===== src/rtl/ttt2_harness_pkg.sv =====
// Shared types and constants for the ttt2 sequential harness: response width,
// MISR polynomial, response-vector field positions and the compactor state type.
package ttt2_harness_pkg;

  localparam int RESP_W = 21;

  // x^21 + x^2 + 1; bit 0 is implicit in the MISR recurrence.
  localparam logic [RESP_W-1:0] TTT2_MISR_POLY = 21'h000004;

  // Field positions of the core's output vector, LSB first.
  localparam int G0_IDX = 0;
  localparam int H0_IDX = 1;
  localparam int I0_IDX = 2;
  localparam int J0_IDX = 3;
  localparam int K0_IDX = 4;
  localparam int L0_IDX = 5;
  localparam int M0_IDX = 6;
  localparam int Z_IDX  = 7;
  localparam int N0_IDX = 8;
  localparam int O0_IDX = 9;
  localparam int P0_IDX = 10;
  localparam int Q0_IDX = 11;
  localparam int R0_IDX = 12;
  localparam int S0_IDX = 13;
  localparam int T0_IDX = 14;
  localparam int A0_IDX = 15;
  localparam int B0_IDX = 16;
  localparam int C0_IDX = 17;
  localparam int D0_IDX = 18;
  localparam int E0_IDX = 19;
  localparam int F0_IDX = 20;

  typedef enum logic [1:0] {
    IDLE = 2'd0,
    RUN  = 2'd1,
    DONE = 2'd2
  } state_t;

endpackage


===== src/rtl/ttt2_resp_misr_step.sv =====
// Combinational MISR next-signature function, shared with the pattern LFSR.
module misr_step #(
  parameter int            W    = 21,
  parameter logic [W-1:0]  POLY = 21'h000004
) (
  input  logic [W-1:0] sig_i,
  input  logic [W-1:0] data_i,
  output logic [W-1:0] nxt_o
);

  always_comb begin
    nxt_o    = '0;
    nxt_o[0] = sig_i[W-1] ^ data_i[0];
    for (int i = 1; i < W; i++) begin
      nxt_o[i] = sig_i[i-1] ^ data_i[i] ^ (POLY[i] & sig_i[W-1]);
    end
  end

endmodule


===== src/rtl/ttt2_resp_misr.sv =====
// Response compactor for the ttt2 core: folds accepted vectors into a MISR and
// compares with an expected signature. Optional mask input: TTT2_RESP_MISR_MASK_EN.
//
// Handshake: a vector is consumed on a rising edge where in_valid && in_ready;
// in_ready depends only on state, never on in_valid.
module ttt2_resp_misr
  import ttt2_harness_pkg::*;
#(
  parameter int           W     = RESP_W,
  parameter int           CNT_W = 16,
  parameter logic [W-1:0] POLY  = TTT2_MISR_POLY
) (
  input  logic             clk,
  input  logic             rst,
  input  logic             start,
  input  logic             abort,
  input  logic [W-1:0]     seed,
  input  logic [CNT_W-1:0] num_patterns,
  input  logic [W-1:0]     exp_sig,
`ifdef TTT2_RESP_MISR_MASK_EN
  input  logic [W-1:0]     mask,
`endif
  input  logic             in_valid,
  input  logic [W-1:0]     in_data,
  output logic             in_ready,
  output logic             busy,
  output logic             done,
  output logic             pass,
  output logic [W-1:0]     signature,
  output logic [CNT_W-1:0] count,
  output state_t           dbg_state
);

  state_t           state_q, state_d;
  logic [W-1:0]     sig_q, sig_d;
  logic [CNT_W-1:0] cnt_q, cnt_d;
  logic [CNT_W-1:0] num_q, num_d;
  logic [W-1:0]     exp_q, exp_d;
  logic             pass_q, pass_d;
  logic [W-1:0]     data_eff;
  logic [W-1:0]     sig_nxt;
  logic [CNT_W-1:0] cnt_inc;
  logic             beat;

  assign beat    = in_valid & in_ready;
  assign cnt_inc = cnt_q + 1'b1;

`ifdef TTT2_RESP_MISR_MASK_EN
  logic [W-1:0] mask_q, mask_d;
  // Gate with beat so unknown data on idle cycles never reaches the MISR.
  assign data_eff = beat ? (in_data & ~mask_q) : '0;
`else
  assign data_eff = beat ? in_data : '0;
`endif

  misr_step #(
    .W    (W),
    .POLY (POLY)
  ) u_step (
    .sig_i  (sig_q),
    .data_i (data_eff),
    .nxt_o  (sig_nxt)
  );

  always_comb begin
    state_d = state_q;
    sig_d   = sig_q;
    cnt_d   = cnt_q;
    num_d   = num_q;
    exp_d   = exp_q;
    pass_d  = pass_q;
`ifdef TTT2_RESP_MISR_MASK_EN
    mask_d  = mask_q;
`endif
    if (abort) begin
      state_d = IDLE;
      pass_d  = 1'b0;
    end else begin
      case (state_q)
        IDLE, DONE: begin
          if (start) begin
            sig_d   = seed;
            cnt_d   = '0;
            num_d   = num_patterns;
            exp_d   = exp_sig;
`ifdef TTT2_RESP_MISR_MASK_EN
            mask_d  = mask;
`endif
            state_d = (num_patterns == '0) ? DONE : RUN;
            pass_d  = (num_patterns == '0) && (seed == exp_sig);
          end
        end
        RUN: begin
          if (beat) begin
            sig_d = sig_nxt;
            cnt_d = cnt_inc;
            if (cnt_inc == num_q) begin
              state_d = DONE;
              pass_d  = (sig_nxt == exp_q);
            end
          end
        end
        default: state_d = IDLE;
      endcase
    end
  end

  always_ff @(posedge clk or posedge rst) begin
    if (rst) begin
      state_q <= IDLE;
      sig_q   <= '0;
      cnt_q   <= '0;
      num_q   <= '0;
      exp_q   <= '0;
      pass_q  <= 1'b0;
`ifdef TTT2_RESP_MISR_MASK_EN
      mask_q  <= '0;
`endif
    end else begin
      state_q <= state_d;
      sig_q   <= sig_d;
      cnt_q   <= cnt_d;
      num_q   <= num_d;
      exp_q   <= exp_d;
      pass_q  <= pass_d;
`ifdef TTT2_RESP_MISR_MASK_EN
      mask_q  <= mask_d;
`endif
    end
  end

  assign in_ready  = (state_q == RUN);
  assign busy      = (state_q == RUN);
  assign done      = (state_q == DONE);
  assign pass      = pass_q & done;
  assign signature = sig_q;
  assign count     = cnt_q;
  assign dbg_state = state_q;

endmodule


===== config.mk =====
export PLATFORM = sky130hd
export DESIGN_NAME = ttt2_resp_misr
export DESIGN_NICKNAME = d
export VERILOG_FILES = /design/src/rtl/ttt2_harness_pkg.sv /design/src/rtl/ttt2_resp_misr_step.sv /design/src/rtl/ttt2_resp_misr.sv
export SDC_FILE = /design/constraint.sdc
export NUM_CORES = 1
export LEC_CHECK = 0
export ABC_AREA = 1
export BUFFER_PORTS_ARGS = -buffer_cell sky130_fd_sc_hd__clkbuf_2
export CAP_MARGIN = 20
export CELL_PAD_IN_SITES_DETAIL_PLACEMENT = 1
export CELL_PAD_IN_SITES_GLOBAL_PLACEMENT = 2
export CORE_ASPECT_RATIO = 0.9
export CORE_UTILIZATION = 29
export DETAILED_ROUTE_END_ITERATION = 8
export PLACE_DENSITY_LB_ADDON = 0.25
export SYNTH_ARGS = -nofsm -noshare
export SYNTH_HDL_FRONTEND = slang
export SYNTH_SLANG_ARGS = --single-unit

===== constraint.sdc =====
create_clock -name clk -period 3.1 [get_ports clk]
set_clock_uncertainty 0.15 [all_clocks]
set_input_delay 0.31 -clock clk [delete_from_list [all_inputs] [get_ports clk]]
set_output_delay 0.31 -clock clk [all_outputs]
set_load 0.01 [all_outputs]

==> out/metrics.yaml <==
hold_class: "input pin to register"
layout.nets: 1003
drt_iter0_markers: 257
total_leakage_power_nw: 3.385
synth_edf_count: 0
gp_congestion: 0.8118
grt_pass1_wl_mm: 31.88
antenna_found_initial: 1
die_width_um: 144.1
vdd_drop_max_mv: 0.4346
die_y_um: 129.9
setup_violations: 0
yosys_warnings: 0
hold_violations: 0
synth-simple-area-share_pct: 37.24
numPortBuffers: 126
grt_usage_pct: 23.08
synth-main-ff-cell: "dfrtp_1"
synth_fa_ha_area_share_pct: 0.2374
topRoutingLayerUsed: "met4"
maxCapViolCount: 0
dr.pass1.iters: 4
overflow: 0
crit_arrival_ns: 2.74
fmax_mhz: 385.0
wl_met1_mm: 10.43
fin_crit_sh_pct: 83.79
drive_above_1_share_pct: 19.18
wl_met3_um: 899
worst_slack_ns: 0.5025
r2r_setup_slack_ns: 0.50
tightest_slew_ns: 0.8629
p_per_area_nw_per_um2: 824.8
synth.yosys.seq_area_share_pct: 36.55
clock_sinks: 77
syn_area_per_cell_um2: 6.631
htreeDepth: 3
pin_count: 127
row_count: 46
slew_viol_final: 0
synth_compound_area_share_pct: 12.03
rsz0062_at_grt: "false"
vias: 5651
final_area_um2: 6492
start_util_pct: 29.74
viasPerCell: 4.855
synth_cells: 795
slew_headroom_pct: 42.41
post_cts_buffers: 0
ant_nets: 0
status: "finished clean"
synth_seq_cells: 77
core_area_um2: 17730
clock_path_buffers: 2
syn-num-nets: 880
dpl_cell_area_um2: 6163
path_max_fanout: 14
dieArea_um2: 18720
setup_tns_ns: 0
synth_cell_type_count: 36
path_clk_slew_ns: 0.06
root_buffer: "clkbuf_16"
cts_tree: "done"
post-place-ws_ns: 0.4980
wl_per_cell_um: 17.64
hpwl_mm: 15.89
mostFrequentLayoutCell: "nand2_1"
route.met2.wl_mm: 9.016
critPathRequiredTime_ns: 3.24
drc: 0
cp-start-kind: "register"
grt_start_max_net_pins: 74
min_period_ns: 2.597
cts_made_buffers: 9
synth_top_family_by_area: "simple AND/OR/NAND/NOR gates"
mostFrequentLayoutCells: "nand2_1 (228), clkbuf_2 (126), inv_1 (120)"
postSynth.asyncResetShare_pct: 100.0
netlist_area_um2: 5271
crit_type: "register to register"
area_growth_pct: 23.17
grt_pass1_vias: 5601
wl_mm: 20.54
clk_latency_ns: 0.35
synth_mux_area_share_pct: 0.2136
cp-end-kind: "register"
synth-xor-area-share_pct: 2.089
## metal layers
layer	vias to the layer above	global-route usage, %
li1	2818	-
met1	2693	34.05
met2	123	34.84
met3	17	4.037
met4	0	5.131
met5	-	0
## per-stage QoR
step,hold slack [ns],total power [mW],utilization (%),std cells
6_report,0.06971,5.355,36.62,1164
3_3_place_gp,0.2224,4.171,34.77,1146
3_5_place_dp,0.2209,4.200,34.77,1146
5_1_grt,0.09721,5.803,36.62,1164
4_1_cts,0.05725,5.400,36.61,1163
2_1_floorplan,0.2913,3.291,-,795
## what timing repair did
item,CTS,global route
endpoints found under the hold margin,28,0
resized for setup,0,0
hold buffers,1,0
## critical path, cell delays in order, from the launching register on
cell and delay (ns):
dfrtp_1 0.44, buf_4 0.21, nand3_4 0.08, buf_4 0.31, inv_1 0.27, nand2_1 0.12
nand2_1 0.08, nand2_1 0.11, nand2_1 0.06, nand2_1 0.09, nand3_1 0.11, nor2_1 0.12
nand3_1 0.09, a21oi_1 0.15, nand3_1 0.08, nand2_1 0.06
## cells by family after synthesis
family,Yosys count
flops,77
fa+ha+maj,1
xor+xnor,11
buf+inv,154
compound gates,113
mux,1
simple gates,438
## sequential cells by signal (all words and copies together) (netlist names)
register / cells
exp_q: 21
num_q: 16
pass_q: 1
count: 16
dbg_state: 2
signature: 21
## final timing paths
kind                                  from            to  depth (start not counted)
max                           dbg_state[0]        pass_q                         15
min                        num_patterns[6]      num_q[6]                          3
max reg2reg                   dbg_state[0]        pass_q                         15
min reg2reg                      num_q[15]     num_q[15]                          2
max in group asynchronous              rst  signature[2]                          4
min in group asynchronous              rst     count[10]                          3
## layout make-up
type / instances / area [µm²]
antenna: 1 / 2.502
clock buffer: 10 / 229.0
clock inverter: 6 / 87.58
fill: 2344 / 11230
inverter: 126 / 474.2
multi-input combinational: 564 / 2734
sequential: 77 / 1927
tap: 240 / 300.3
timing repair buffer: 140 / 738.2
## cell usage after synthesis (7+ instances only)
cell	instances	share of area, %
nand2_1	229	16
inv_1	121	8.6
nand3_1	89	8.5
dfrtp_1	77	37
nor2_1	59	4.2
o21ai_0	48	4.6
nand4_1	29	3.4
a21oi_1	25	2.4
o22ai_1	22	2.6
clkbuf_1	16	1.1
a22oi_1	13	1.9
nand3b_1	8	1.1
xnor2_1	8	1.3
buf_2	7	0.66
nor2_4	7	1.5
## power breakdown
part / switching, mW / internal, mW
combinational: 1.53 / 0.869
clock: 0.456 / 0.704
sequential: 0.411 / 1.38
Note: power is estimated with default switching activity, not from simulation.
